File: src/rtl/keypad_pkg.sv
// Shared types and constants for the 4x4 keypad scan controller.
package keypad_pkg;

  localparam int unsigned KEY_CNT       = 16;
  localparam int unsigned ROW_CNT       = 4;
  localparam int unsigned CODE_W        = 4;
  localparam int unsigned EVT_W         = 8;
  localparam int unsigned EVT_PRESS_BIT = 7;

  typedef enum logic [1:0] {
    COL0 = 2'd0,
    COL1 = 2'd1,
    COL2 = 2'd2,
    COL3 = 2'd3
  } COL_STATE;

  // Matrix index (col*4 + row) to key code; element 0 is the rightmost entry.
  localparam logic [KEY_CNT-1:0][CODE_W-1:0] KEYMAP = {
    4'hD, 4'hC, 4'hB, 4'hA,
    4'hE, 4'h9, 4'h6, 4'h3,
    4'hF, 4'h8, 4'h5, 4'h2,
    4'h0, 4'h7, 4'h4, 4'h1
  };

  // One-cold column drive, indexed by COL_STATE.
  localparam logic [3:0][ROW_CNT-1:0] COL_DRIVE = {
    4'b0111, 4'b1011, 4'b1101, 4'b1110
  };

  // Index of the lowest set bit; 0 when the vector is empty.
  function automatic logic [CODE_W-1:0] lowestSet(input logic [KEY_CNT-1:0] vec);
    lowestSet = '0;
    for (int i = int'(KEY_CNT) - 1; i >= 0; i--) begin
      if (vec[i]) lowestSet = CODE_W'(i);
    end
  endfunction

endpackage

File: src/rtl/evt_fifo.sv
// Synchronous first-word-fall-through FIFO with a registered head word.
module evt_fifo #(
  parameter int unsigned WIDTH = 8,
  parameter int unsigned DEPTH = 8
) (
  input  logic             iCLK,
  input  logic             iRST,
  input  logic             push,
  input  logic [WIDTH-1:0] pushData,
  input  logic             pop,
  output logic             full,
  output logic             empty,
  output logic [WIDTH-1:0] head
);

  localparam int unsigned AW = $clog2(DEPTH);
  localparam int unsigned CW = AW + 1;

  logic [WIDTH-1:0] mem [DEPTH];
  logic [AW-1:0]    rdPtr;
  logic [AW-1:0]    wrPtr;
  logic [AW-1:0]    rdNext;
  logic [CW-1:0]    count;
  logic [CW-1:0]    countNext;
  logic [CW-1:0]    remainOld;
  logic             doPush;
  logic             doPop;

  // A full FIFO still accepts a push when a pop frees a slot in the same cycle.
  always_comb begin
    doPop     = pop && (count != '0);
    doPush    = push && ((count != CW'(DEPTH)) || doPop);
    remainOld = count - CW'(doPop);
    countNext = remainOld + CW'(doPush);
    rdNext    = rdPtr + AW'(doPop);
  end

  always_ff @(posedge iCLK) begin
    if (iRST) begin
      rdPtr <= '0;
      wrPtr <= '0;
      count <= '0;
      empty <= 1'b1;
      full  <= 1'b0;
      head  <= '0;
    end else begin
      if (doPush) begin
        mem[wrPtr] <= pushData;
        wrPtr      <= wrPtr + AW'(1);
      end
      rdPtr <= rdNext;
      count <= countNext;
      empty <= (countNext == '0);
      full  <= (countNext == CW'(DEPTH));
      // Head holds its last value once drained.
      if (countNext != '0) begin
        head <= (remainOld == '0) ? pushData : mem[rdNext];
      end
    end
  end

endmodule

File: src/rtl/keypad_scan_ctrl.sv
// 4x4 keypad scanner: column sequencing, frame debounce, press/release event FIFO.
module keypad_scan_ctrl
  import keypad_pkg::*;
#(
  parameter int unsigned SCAN_DIV     = 1000,
  parameter int unsigned DEBOUNCE_CNT = 4,
  parameter int unsigned FIFO_DEPTH   = 8
) (
  input  logic               iCLK,
  input  logic               iRST,
  input  logic [ROW_CNT-1:0] iROW,
  output logic [3:0]         oCOL,
  input  logic               iIRQ_EN,
  output logic               oIRQ,
  output logic               oEVT_VALID,
  output logic [EVT_W-1:0]   oEVT_DATA,
  input  logic               iEVT_POP,
  output logic [KEY_CNT-1:0] oKEYST,
  output logic               oOVF,
  input  logic               iCLR_OVF
);

  localparam int unsigned DIV_W = $clog2(SCAN_DIV);
  localparam int unsigned STB_W = 4;

  COL_STATE           state;
  COL_STATE           stateNext;
  logic [3:0]         colDriveNext;
  logic [DIV_W-1:0]   divCnt;
  logic               divLast;
  logic               frameEnd;
  logic               frameDone;
  logic [KEY_CNT-1:0] raw;
  logic [KEY_CNT-1:0] prevRaw;
  logic [KEY_CNT-1:0] rawKey;
  logic [STB_W-1:0]   stableCnt;
  logic [STB_W-1:0]   stableNext;
  logic               commit;
  logic [KEY_CNT-1:0] diff;
  logic [CODE_W-1:0]  evtIdx;
  logic               evtPush;
  logic [EVT_W-1:0]   evtData;
  logic               fifoFull;
  logic               fifoEmpty;

  always_comb divLast = (divCnt == DIV_W'(SCAN_DIV - 1));

  // Scan FSM state register; column drive follows the state.
  always_ff @(posedge iCLK) begin
    if (iRST) begin
      state <= COL0;
      oCOL  <= 4'b1111;
    end else begin
      state <= stateNext;
      oCOL  <= colDriveNext;
    end
  end

  always_comb begin
    stateNext = state;
    if (divLast) begin
      case (state)
        COL0:    stateNext = COL1;
        COL1:    stateNext = COL2;
        COL2:    stateNext = COL3;
        COL3:    stateNext = COL0;
        default: stateNext = COL0;
      endcase
    end
  end

  always_comb begin
    colDriveNext = COL_DRIVE[stateNext];
    frameEnd     = divLast && (state == COL3);
  end

  // Column dwell counter and row capture into the raw matrix frame.
  always_ff @(posedge iCLK) begin
    if (iRST) begin
      divCnt    <= '0;
      raw       <= '0;
      frameDone <= 1'b0;
    end else begin
      frameDone <= frameEnd;
      if (divLast) begin
        divCnt                       <= '0;
        raw[{state, 2'b00} +: ROW_CNT] <= ~iROW;
      end else begin
        divCnt <= divCnt + DIV_W'(1);
      end
    end
  end

  // Remap the matrix frame to key-code order and evaluate the debounce.
  always_comb begin
    rawKey = '0;
    for (int i = 0; i < int'(KEY_CNT); i++) begin
      rawKey[KEYMAP[i]] = raw[i];
    end
    if (raw != prevRaw) begin
      stableNext = '0;
    end else if (stableCnt >= STB_W'(DEBOUNCE_CNT)) begin
      stableNext = STB_W'(DEBOUNCE_CNT);
    end else begin
      stableNext = stableCnt + STB_W'(1);
    end
    commit = frameDone && (stableNext == STB_W'(DEBOUNCE_CNT)) && (rawKey != oKEYST);
  end

  // Serializer emits the lowest pending change each cycle.
  always_comb begin
    evtIdx                 = lowestSet(diff);
    evtPush                = |diff;
    evtData                = '0;
    evtData[EVT_PRESS_BIT] = oKEYST[evtIdx];
    evtData[CODE_W-1:0]    = evtIdx;
  end

  always_ff @(posedge iCLK) begin
    if (iRST) begin
      prevRaw   <= '0;
      stableCnt <= '0;
      oKEYST    <= '0;
      diff      <= '0;
    end else if (frameDone) begin
      prevRaw   <= raw;
      stableCnt <= stableNext;
      if (commit) begin
        oKEYST <= rawKey;
        diff   <= rawKey ^ oKEYST;
      end
    end else if (evtPush) begin
      diff[evtIdx] <= 1'b0;
    end
  end

  evt_fifo #(
    .WIDTH (EVT_W),
    .DEPTH (FIFO_DEPTH)
  ) uFifo (
    .iCLK     (iCLK),
    .iRST     (iRST),
    .push     (evtPush),
    .pushData (evtData),
    .pop      (iEVT_POP),
    .full     (fifoFull),
    .empty    (fifoEmpty),
    .head     (oEVT_DATA)
  );

  always_comb oEVT_VALID = ~fifoEmpty;

  // Overflow set wins over clear; IRQ lags FIFO occupancy by one cycle.
  always_ff @(posedge iCLK) begin
    if (iRST) begin
      oOVF <= 1'b0;
      oIRQ <= 1'b0;
    end else begin
      oIRQ <= ~fifoEmpty & iIRQ_EN;
      if (evtPush && fifoFull && !iEVT_POP) begin
        oOVF <= 1'b1;
      end else if (iCLR_OVF) begin
        oOVF <= 1'b0;
      end
    end
  end

endmodule

File: config.mk
export PLATFORM = sky130hd
export DESIGN_NAME = keypad_scan_ctrl
export DESIGN_NICKNAME = d
export VERILOG_FILES = /design/src/rtl/keypad_pkg.sv /design/src/rtl/evt_fifo.sv /design/src/rtl/keypad_scan_ctrl.sv
export SDC_FILE = /design/constraint.sdc
export NUM_CORES = 1
export LEC_CHECK = 0
export CELL_PAD_IN_SITES_DETAIL_PLACEMENT = 0
export CELL_PAD_IN_SITES_GLOBAL_PLACEMENT = 2
export CORE_UTILIZATION = 36
export DETAILED_ROUTE_END_ITERATION = 6
export GPL_TIMING_DRIVEN = 0
export HOLD_SLACK_MARGIN = 0.15
export PLACE_DENSITY_LB_ADDON = 0.05
export SYNTH_ARGS = -nofsm -noshare
export SYNTH_HDL_FRONTEND = slang
export SYNTH_HIERARCHICAL = 1
export SYNTH_SLANG_ARGS = --single-unit
File: constraint.sdc
create_clock -name iCLK -period 4.1 [get_ports iCLK]
set_input_delay 0.82 -clock iCLK [delete_from_list [all_inputs] [get_ports iCLK]]
set_output_delay 0.82 -clock iCLK [all_outputs]
set_load 0.05 [all_outputs]
; After elaboration in Yosys (flattened, before gate mapping)
; Memories as Yosys holds them, arrays and structs flattened.
; Cells that the tools add are included.
[totals]
ramBits = 40
output_inout_bits = 31
inputBits = 9
wordCells = 104
memories = 1
register_bits = 107
[classes]
add_sub_neg = 7
n_reduce_logical = 21
n_lt_le_gt_ge = 4
n_shift = 2
muxes = 36
n_eq_ne = 10
bitwise_logic = 6
[memory_table]
columns = memory, depth, width, rd, rd_clocked_by_memory_dff, wr, line_no
row1 = uFifo.mem, 8, 5, 1, 0, 1, evt_fifo.sv:19  ; logic [WIDTH-1:0] mem [DEPTH];
[op_table]
columns = cell, count
row1 = $mux W4, 19
row2 = $mux W16, 3
row3 = $ne A16 B16 Y1, 2
row4 = $and A16 B16 Y16, 1
row5 = $bwmux W16, 1
row6 = $not A16 Y16, 1
row7 = $reduce_or A16 Y1, 1
row8 = $shift A4 B6 Y16 const A, 1
row9 = $shiftx A4 B6 Y16, 1
row10 = $xor A16 B16 Y16, 1
row11 = $add A10 B1 Y10 const B, 1
row12 = $eq A10 B10 Y1 const B, 1
row13 = $bmux W4 S2, 1
row14 = $logic_and A1 B1 Y1, 8
row15 = $logic_not A4 Y1, 2
row16 = $mux W8, 1
row17 = $pmux W2 S4, 1
row18 = $reduce_bool A4 Y1, 2
row19 = $mux W1, 7
row20 = $neg A4 Y6, 1
row21 = $lt A4 B5 Y1 const B, 1
row22 = $add A4 B1 Y4, 1
row23 = $add A4 B1 Y4 const B, 1
row24 = $bmux W1 S4, 1
row25 = other kinds (23), 26

; Longest topological paths before layout
; Gate-level depths: netlist of the first run.
[logic_depth]
word_depth = 24
mapped_depth = 14
mapped_depth_nobuf = 13

; Modules after synthesis
; The synthesis of the first run kept the hierarchy.
[by_module_without_submodules]
columns = module, seq_area_each_um2, instances, cells_per_inst, area_each_um2
row1 = keypad_scan_ctrl, 1741.7, 1, 497, 4195.3
row2 = evt_fifo, 2322.2, 1, 245, 3463.3

; Least setup slack after synthesis of the first run
; OpenSTA, ideal clock, no wires.
[synth_timing]
kind = input to register
from = input port iEVT_POP
to = register uFifo.head[7]
path_buffers = 0
required_time_ns = 4.026
setup_slack_ns = 1.451
path_stages = 10
setup_ns = 0.074
arrival_time_ns = 2.574
cell_sequence = nand2b_1 -> o41ai_1 -> inv_2 -> ha_1 -> ha_1 -> xnor3_1 -> nand2_2 -> nor2_1 -> a21o_1 -> a31oi_1
[synth_via]
elab_chain_cells = 5
word_cells_on_any_way = 10
classes_between = add/sub (3) / mux (1) / reduce/logical (5) / memory (1)
[synth_lines]
columns = item, line_no
row1 = start: declaration, keypad_scan_ctrl.sv:17  ; input logic iEVT_POP,
row2 = $logic_and A1 B1 Y1 *, evt_fifo.sv:31  ; doPop = pop && (count != '0);
row3 = "parallel branches: the longest is 4 deep, another holds $sub A4 B1 Y4", n/a
row4 = end signal: assignment, evt_fifo.sv:57  ; head <= (remainOld == '0) ? pushData : mem[rdNext];
row5 = end: declaration, evt_fifo.sv:13  ; output logic [WIDTH-1:0] head
; Every way passes the cells marked *.
; A chain may end at the register's enable or synchronous reset.

; Final worst setup path of the first run
[layout_timing]
from = register diff[0]
to = register uFifo.head[2]
[layout_via]
elab_chain_cells = 4
word_cells_on_any_way = 6
classes_between = add/sub (1) / mux (2) / reduce/logical (3)
[layout_lines]
columns = item, line_no
row1 = start: declaration, keypad_scan_ctrl.sv:39  ; logic [KEY_CNT-1:0] diff;
row2 = start signal: assignment, keypad_scan_ctrl.sv:130  ; diff <= rawKey ^ oKEYST;
row3 = $reduce_or A16 Y1, keypad_scan_ctrl.sv:113  ; evtPush = |diff;
row4 = net evtPush, keypad_scan_ctrl.sv:41  ; logic evtPush;
row5 = $logic_and A1 B1 Y1, evt_fifo.sv:32  ; doPush = push && ((count != CW'(DEPTH)) || doPop);
row6 = $add A4 B1 Y4, evt_fifo.sv:34  ; countNext = remainOld + CW'(doPush);
row7 = net uFifo.countNext[1], evt_fifo.sv:24  ; logic [CW-1:0] countNext;
row8 = $reduce_bool A4 Y1, evt_fifo.sv:56  ; if (countNext != '0) begin
; The timed path passes the listed nets, and every way through them passes these cells.

==> impl_metrics.json, run 1 <==
{
  "outcome": "complete, no violations",
  "p_per_area_nw_per_um2": 549,
  "final-setup-viol-count": 0,
  "yosysTopAreaCellShare": 0.280,
  "cp.required_ps": 4440,
  "setup_slack_ps": 932,
  "netlist_instances": 742,
  "power_leakage_nw": 3.35,
  "cpMostUsedCell": "nor2_1",
  "post-place-ws_ps": 444,
  "r2r-start": "diff[0]",
  "crit_type": "flip-flop to flip-flop",
  "reg2reg_slack_ps": 930,
  "use_met2": 0.290,
  "ios": 40,
  "synthArstFlopShare": 0,
  "synthFlopType": "dfxtp_1",
  "yosys_warnings": 6,
  "stdcell_count": 1112,
  "grt_max_degree": 17,
  "yosysSeqAreaShare": 0.531,
  "cts_buffer_depth": 2,
  "crit_arrival_ps": 3510,
  "dieArea_um2": 21900,
  "period_share": 0.773,
  "port_buffers": 39,
  "finalPower_mw": 4.99,
  "synthToLayoutAreaGrowth_pct": 18.7,
  "slowest_stage": "dfxtp_1",
  "layout-drive-gt1-share": 0.0785,
  "busiest_layer": "met2",
  "cts_hold_buf": 0,
  "dp_hpwl_um": 14600,
  "vias": 5688,
  "post-route-drc-count": 0,
  "tns_ps": 0,
  "place_area_um2": 8510,
  "yosysMostFrequentCell": "dfxtp_1",
  "cts_root_buf": "clkbuf_16",
  "critPathLaunchType": "flip-flop",
  "synth_commonest_cells": "dfxtp_1 (107), nor2_1 (90), nand2_1 (80)",
  "grt_util_all_layers": 0.188,
  "tightest_slew_ps": 1350,
  "use_met1": 0.264,
  "die_h_um": 148,
  "h-tree-depth": 4,
  "netlist_top_cells_area": "dfxtp_1 (28%), edfxtp_1 (25%), mux2i_1 (7.1%)",
  "fill_cells": 2027,
  "numCtsBuffers": 17,
  "design.core.area_um2": 20600,
  "via_per_inst": 5.12,
  "final_core_utilization": 0.442,
  "relSlewSlack": 0.0910,
  "place_congestion": 0.845,
  "rr_worst_depth": 11,
  "final_area_um2": 9090,
  "slowest_delay_ps": 400,
  "yosysTopAreaCell": "dfxtp_1",
  "wirelength_um": 19700,
  "initial_core_util": 0.373,
  "period_needed_ps": 3170,
  "fp-row-count": 52,
  "chipWidth_um": 148,
  "grt_pass1_vias": 5642,
  "drtAntennaViolNets": 0,
  "hold_violations": 0,
  "synth_edf_count": 64,
  "max_freq_ghz": 0.316,
  "first_pass_iters": 5,
  "hold_class": "flip-flop to flip-flop",
  "crit_path_end": "uFifo/head[2]",
  "synth_seq_cells": 171,
  "critPathMaxFanout": 8,
  "clock-skew-final_ps": 11.4,
  "report.final.slew_viol_count": 0,
  "synth.distinct_cells": 63,
  "finalNetCount": 852,
  "drt_iter0_markers": 315,
  "timing.hold.ws_ps": 463,
  "startpoint": "diff[0]",
  "placed_cells": 1079,
  "avgSynthCellArea_um2": 10.3,
  "cts_resized": 0,
  "postCtsSetupRepairBufs": 0,
  "crit_path_end_kind": "flip-flop",
  "synth_area_um2": 7660,
  "grt_pass1_wl_um": 31100,
  "rsz0062_at_grt": "no",
  "ir_worst_vdd_uv": 294,
  "cts_tree": "yes",
  "grt_util_met3": 0.0401,
  "clk_pin_slew_ps": 70,
  "clock_latency_ps": 430,
  "timing.critical_path.cells": "nor2_1 -> nand2_1 -> nor2_1 -> nand2_1 -> o41ai_1 -> inv_2 -> ha_1 -> ha_1 -> nor2_1 -> nand3_1 -> a31oi_1",
  "wl_per_cell_um": 17.8,
  "worst_r2r_endpoint": "uFifo/head[2]",
  "antenna_found_initial": 0,
  "drv_cap": 0,
  "clkSinkCount": 171,
  "overflow": 0
}
-- registers in the layout, summed over array words and instances (netlist names), 8 cells and up --
register / cells
uFifo/mem: 64
diff: 16
oKEYST: 16
prevRaw: 16
raw: 16
divCnt: 10
uFifo/head: 8
-- worst max-delay path, delay by kind of cell (launching register included) --
family                     cells  cell delay, ps
AOI/OAI and AO/OA              2             410
DFF                            1             400
and+or+nand+nor                6            1620
buffers and inverters          1             140
adders and majority gates      2             520
-- where the power goes --
| part | switching [mW] | total [mW] | internal (mW) |
|---|---|---|---|
| clock network | 0.679 | 1.55 | 0.870 |
| registers | 0.0545 | 1.92 | 1.86 |
| logic | 0.980 | 1.52 | 0.542 |
| total | 1.71 | 4.99 | 3.27 |
-- how the worst min path moves through the flow --
stage	startpoint	end	slack (ps)	depth (start not counted)
4_1_cts	divCnt[0]	divCnt[0]	470	1
5_1_grt	uFifo/full	oOVF	490	2
3_5_place_dp	divCnt[0]	divCnt[0]	460	1
2_1_floorplan	divCnt[0]	divCnt[0]	410	1
6_report	divCnt[0]	divCnt[0]	460	1
3_3_place_gp	divCnt[0]	divCnt[0]	430	1
-- cells in the final DEF (no fill, tap or decap), types with 8 or more instances in the layout --
cell type        instances
a21oi_1                 48
a22oi_1                 18
a31oi_1                 19
clkbuf_1                14
clkbuf_16               19
clkdlybuf4s50_1         39
conb_1                  27
dfxtp_1                107
edfxtp_1                64
ha_1                    15
inv_1                   16
mux2i_1                 54
nand2_1                 80
nand2b_1                 8
nand3_1                 23
nor2_1                  90
nor3_1                  22
xor2_1                  35
-- logic make-up after synthesis --
family / synth area share
AND/OR/NAND/NOR: 0.174
flip-flops: 0.531
AO/OA/AOI/OAI: 0.114
multiplexers: 0.0720
buffers and inverters: 0.0314
XOR/XNOR: 0.0531
adder cells (fa/ha/maj): 0.0245
other: 0.000490
-- final cells by class --
class | instances | area (um^2) | share of cell area
clock inverter | 11 | 82.6 | 0.00908
tap | 270 | 338 | 0.0372
antenna | 1 | 2.50 | 0.000275
clock buffer | 21 | 493 | 0.0542
multi-input combinational | 548 | 3460 | 0.381
sequential | 171 | 4060 | 0.447
inverter | 19 | 71.3 | 0.00785
timing repair buffer | 41 | 405 | 0.0446
buffer | 30 | 169 | 0.0186
-- layer usage --
layer  part of all wire  wire length, um
met1               0.50             9890
met2               0.45             8840
met3              0.038              758
met4              0.013              255
met5                  0                0
No activity file was read; power rests on OpenSTA's default activity.
==> inputs of run 2 (changes only) <==
Clock period 4.1 ns to 2.6 ns, I/O delays scaled along.
==> run 2 against run 1 <==
Global-route usage increased by 0.52 points. Sequential share of layout area decreased by 2.5 points. Cell count increased by 1.7%. Combinational power increased by 93%. First-iteration DRC count increased by 3.2%. Cell area increased by 6.3%. Critical path type unchanged. Largest cell class unchanged. Largest power group unchanged. Highest routed layer unchanged.
==> impl_metrics.json, run 2 (synthesis gave the netlist of run 1 again) <==
{
  "p_int_mw": 5.44,
  "rsz0062_at_grt": "yes",
  "largest_register_ff_count": 64,
  "multi_input_area_um2": 3820,
  "chipWidth_um": 148,
  "ios": 40,
  "regArea_um2": 4080,
  "cts_hold_buf": 0,
  "grt_pass1_wl_um": 31800,
  "final-setup-viol-count": 0,
  "critPathMaxFanout": 8,
  "layout_common_cells": "dfxtp_1 (98), nor2_1 (78), nand2_1 (78), edfxtp_1 (64), mux2i_1 (53)",
  "p_per_area_nw_per_um2": 870,
  "timing.hold.ws_ps": 463,
  "switchingPower_mw": 2.97,
  "dieArea_um2": 21900,
  "grt_util_all_layers": 0.193,
  "grt_pass1_vias": 5736,
  "finalNetCount": 872,
  "period_needed_ps": 2580,
  "finalPower_mw": 8.41,
  "hold_class": "flip-flop to flip-flop",
  "power_frac_seq": 0.361,
  "period_share": 0.994,
  "clk_pin_slew_ps": 70,
  "wirelength_um": 20600,
  "cts_root_buf": "clkbuf_16",
  "post-route-drc-count": 0,
  "ir_worst_vdd_uv": 465,
  "antenna_cells": 0,
  "grt_max_degree": 17,
  "first_pass_iters": 5,
  "clkPwrFrac": 0.291,
  "slowest_stage": "nor2_1",
  "slowest_delay_ps": 660,
  "report.final.slew_viol_count": 0,
  "power_leakage_nw": 3.53,
  "drtAntennaViolNets": 0,
  "tightest_slew_ps": 811,
  "relSlewSlack": 0.457,
  "dp_hpwl_um": 14600,
  "wl_per_cell_um": 18.2,
  "port_buffers": 39,
  "antenna_found_initial": 0,
  "crit_arrival_ps": 2630,
  "cts_buffer_depth": 2,
  "numCtsBuffers": 17,
  "crit_path_end_kind": "flip-flop",
  "top_register": "uFifo/mem",
  "cp.required_ps": 2650,
  "cpMostUsedCell": "nor2_4",
  "max_freq_ghz": 0.387,
  "drt_iter0_markers": 325,
  "comb_power_share": 0.348,
  "final_common_cell": "dfxtp_1",
  "critical_path.top_delay_family": "simple AND/OR/NAND/NOR gates",
  "synthToLayoutAreaGrowth_pct": 26.2,
  "via_per_inst": 5.15,
  "die_h_um": 148,
  "layout-drive-gt1-share": 0.166,
  "critPathLaunchType": "flip-flop",
  "hold_violations": 0,
  "place_congestion": 0.845,
  "cp_num_buf_inv": 2,
  "crit_type": "flip-flop to flip-flop",
  "cts_tree": "yes",
  "fp-row-count": 52,
  "clkSinkCount": 171,
  "initial_core_util": 0.373,
  "timing.critical_path.cells": "nor2_4 -> nand2_2 -> nor2_4 -> nand2_4 -> o41ai_4 -> inv_2 -> buf_4 -> nand2b_1 -> nor2_1",
  "vias": 5821,
  "sw_frac_of_total": 0.353,
  "fill_cells": 1958,
  "clock_latency_ps": 430,
  "h-tree-depth": 4,
  "overflow": 0,
  "outcome": "complete, no violations",
  "design.core.area_um2": 20600,
  "drv_cap": 0,
  "clock-skew-final_ps": 10.3
}
## run 2: cell count changes in the layout (fill, tap and decap cells not counted), sizes merged
cell and change:
nand2 +1, clkinvlp +1, buf +18, o2111ai +1, inv -1, diode -1
## run 2: timing repair
action	4_1_cts	5_1_grt
buffers inserted	6	14
resized for setup	45	50
pin swaps	9	24
cloned	2	0
setup endpoints to repair	68	94
## run 2: power groups by stage
stage / sequential (mW) / combinational (mW) / clock [mW]
after floorplan: 3.24 / 1.52 / 0
after global placement: 3.08 / 2.38 / 0
after detailed placement: 3.09 / 2.41 / 0
after CTS: 3.04 / 2.61 / 2.51
after global routing: 3.06 / 3.14 / 2.62
final: 3.04 / 2.93 / 2.45
## run 2: cell type report
type	instances	area share
multi-input combinational	550	0.396
buffer	28	0.0205
clock inverter	11	0.00854
timing repair buffer	61	0.0586
inverter	19	0.00854
tap	270	0.0349
sequential	171	0.422
clock buffer	21	0.0510
## run 2: final timing paths
path                           to  cells past startpoint      start  slack, ps
setup / recovery  uFifo/mem[2][6]                      9    diff[0]         20
hold / removal          divCnt[0]                      1  divCnt[0]        460
setup reg to reg  uFifo/mem[2][6]                      9    diff[0]         20
hold reg to reg         divCnt[0]                      1  divCnt[0]        460
## run 2: layer usage
metal | global-route usage | vias up | routed length, um
met1 | 0.267 | 2823 | 10000
met4 | 0.0624 | 0 | 337
met3 | 0.0463 | 23 | 959
met5 | 0 | - | 0
li1 | - | 2850 | -
met2 | 0.297 | 125 | 9270
## run 2: metrics by stage
step | cells | util | TNS (ps) | setup WS, ps | area (um^2)
after CTS | 1117 | 0.455 | -13.4 | -13.4 | 9350
after floorplan | 768 | - | 0 | 112 | 7760
after detailed placement | 1079 | 0.414 | -23930 | -756 | 8510
after global routing | 1131 | 0.470 | -3070 | -89.3 | 9670
after global placement | 1077 | 0.413 | -33810 | -874 | 8480
final | 1131 | 0.470 | 0 | 16.9 | 9670
==> inputs of run 3 (changes only) <==
Settings changed: CTS_CLUSTER_SIZE set to 16, RECOVER_POWER set to 50.
==> results of run 3 <==
No change in the layout: final DEF, timing and power equal those of run 2.
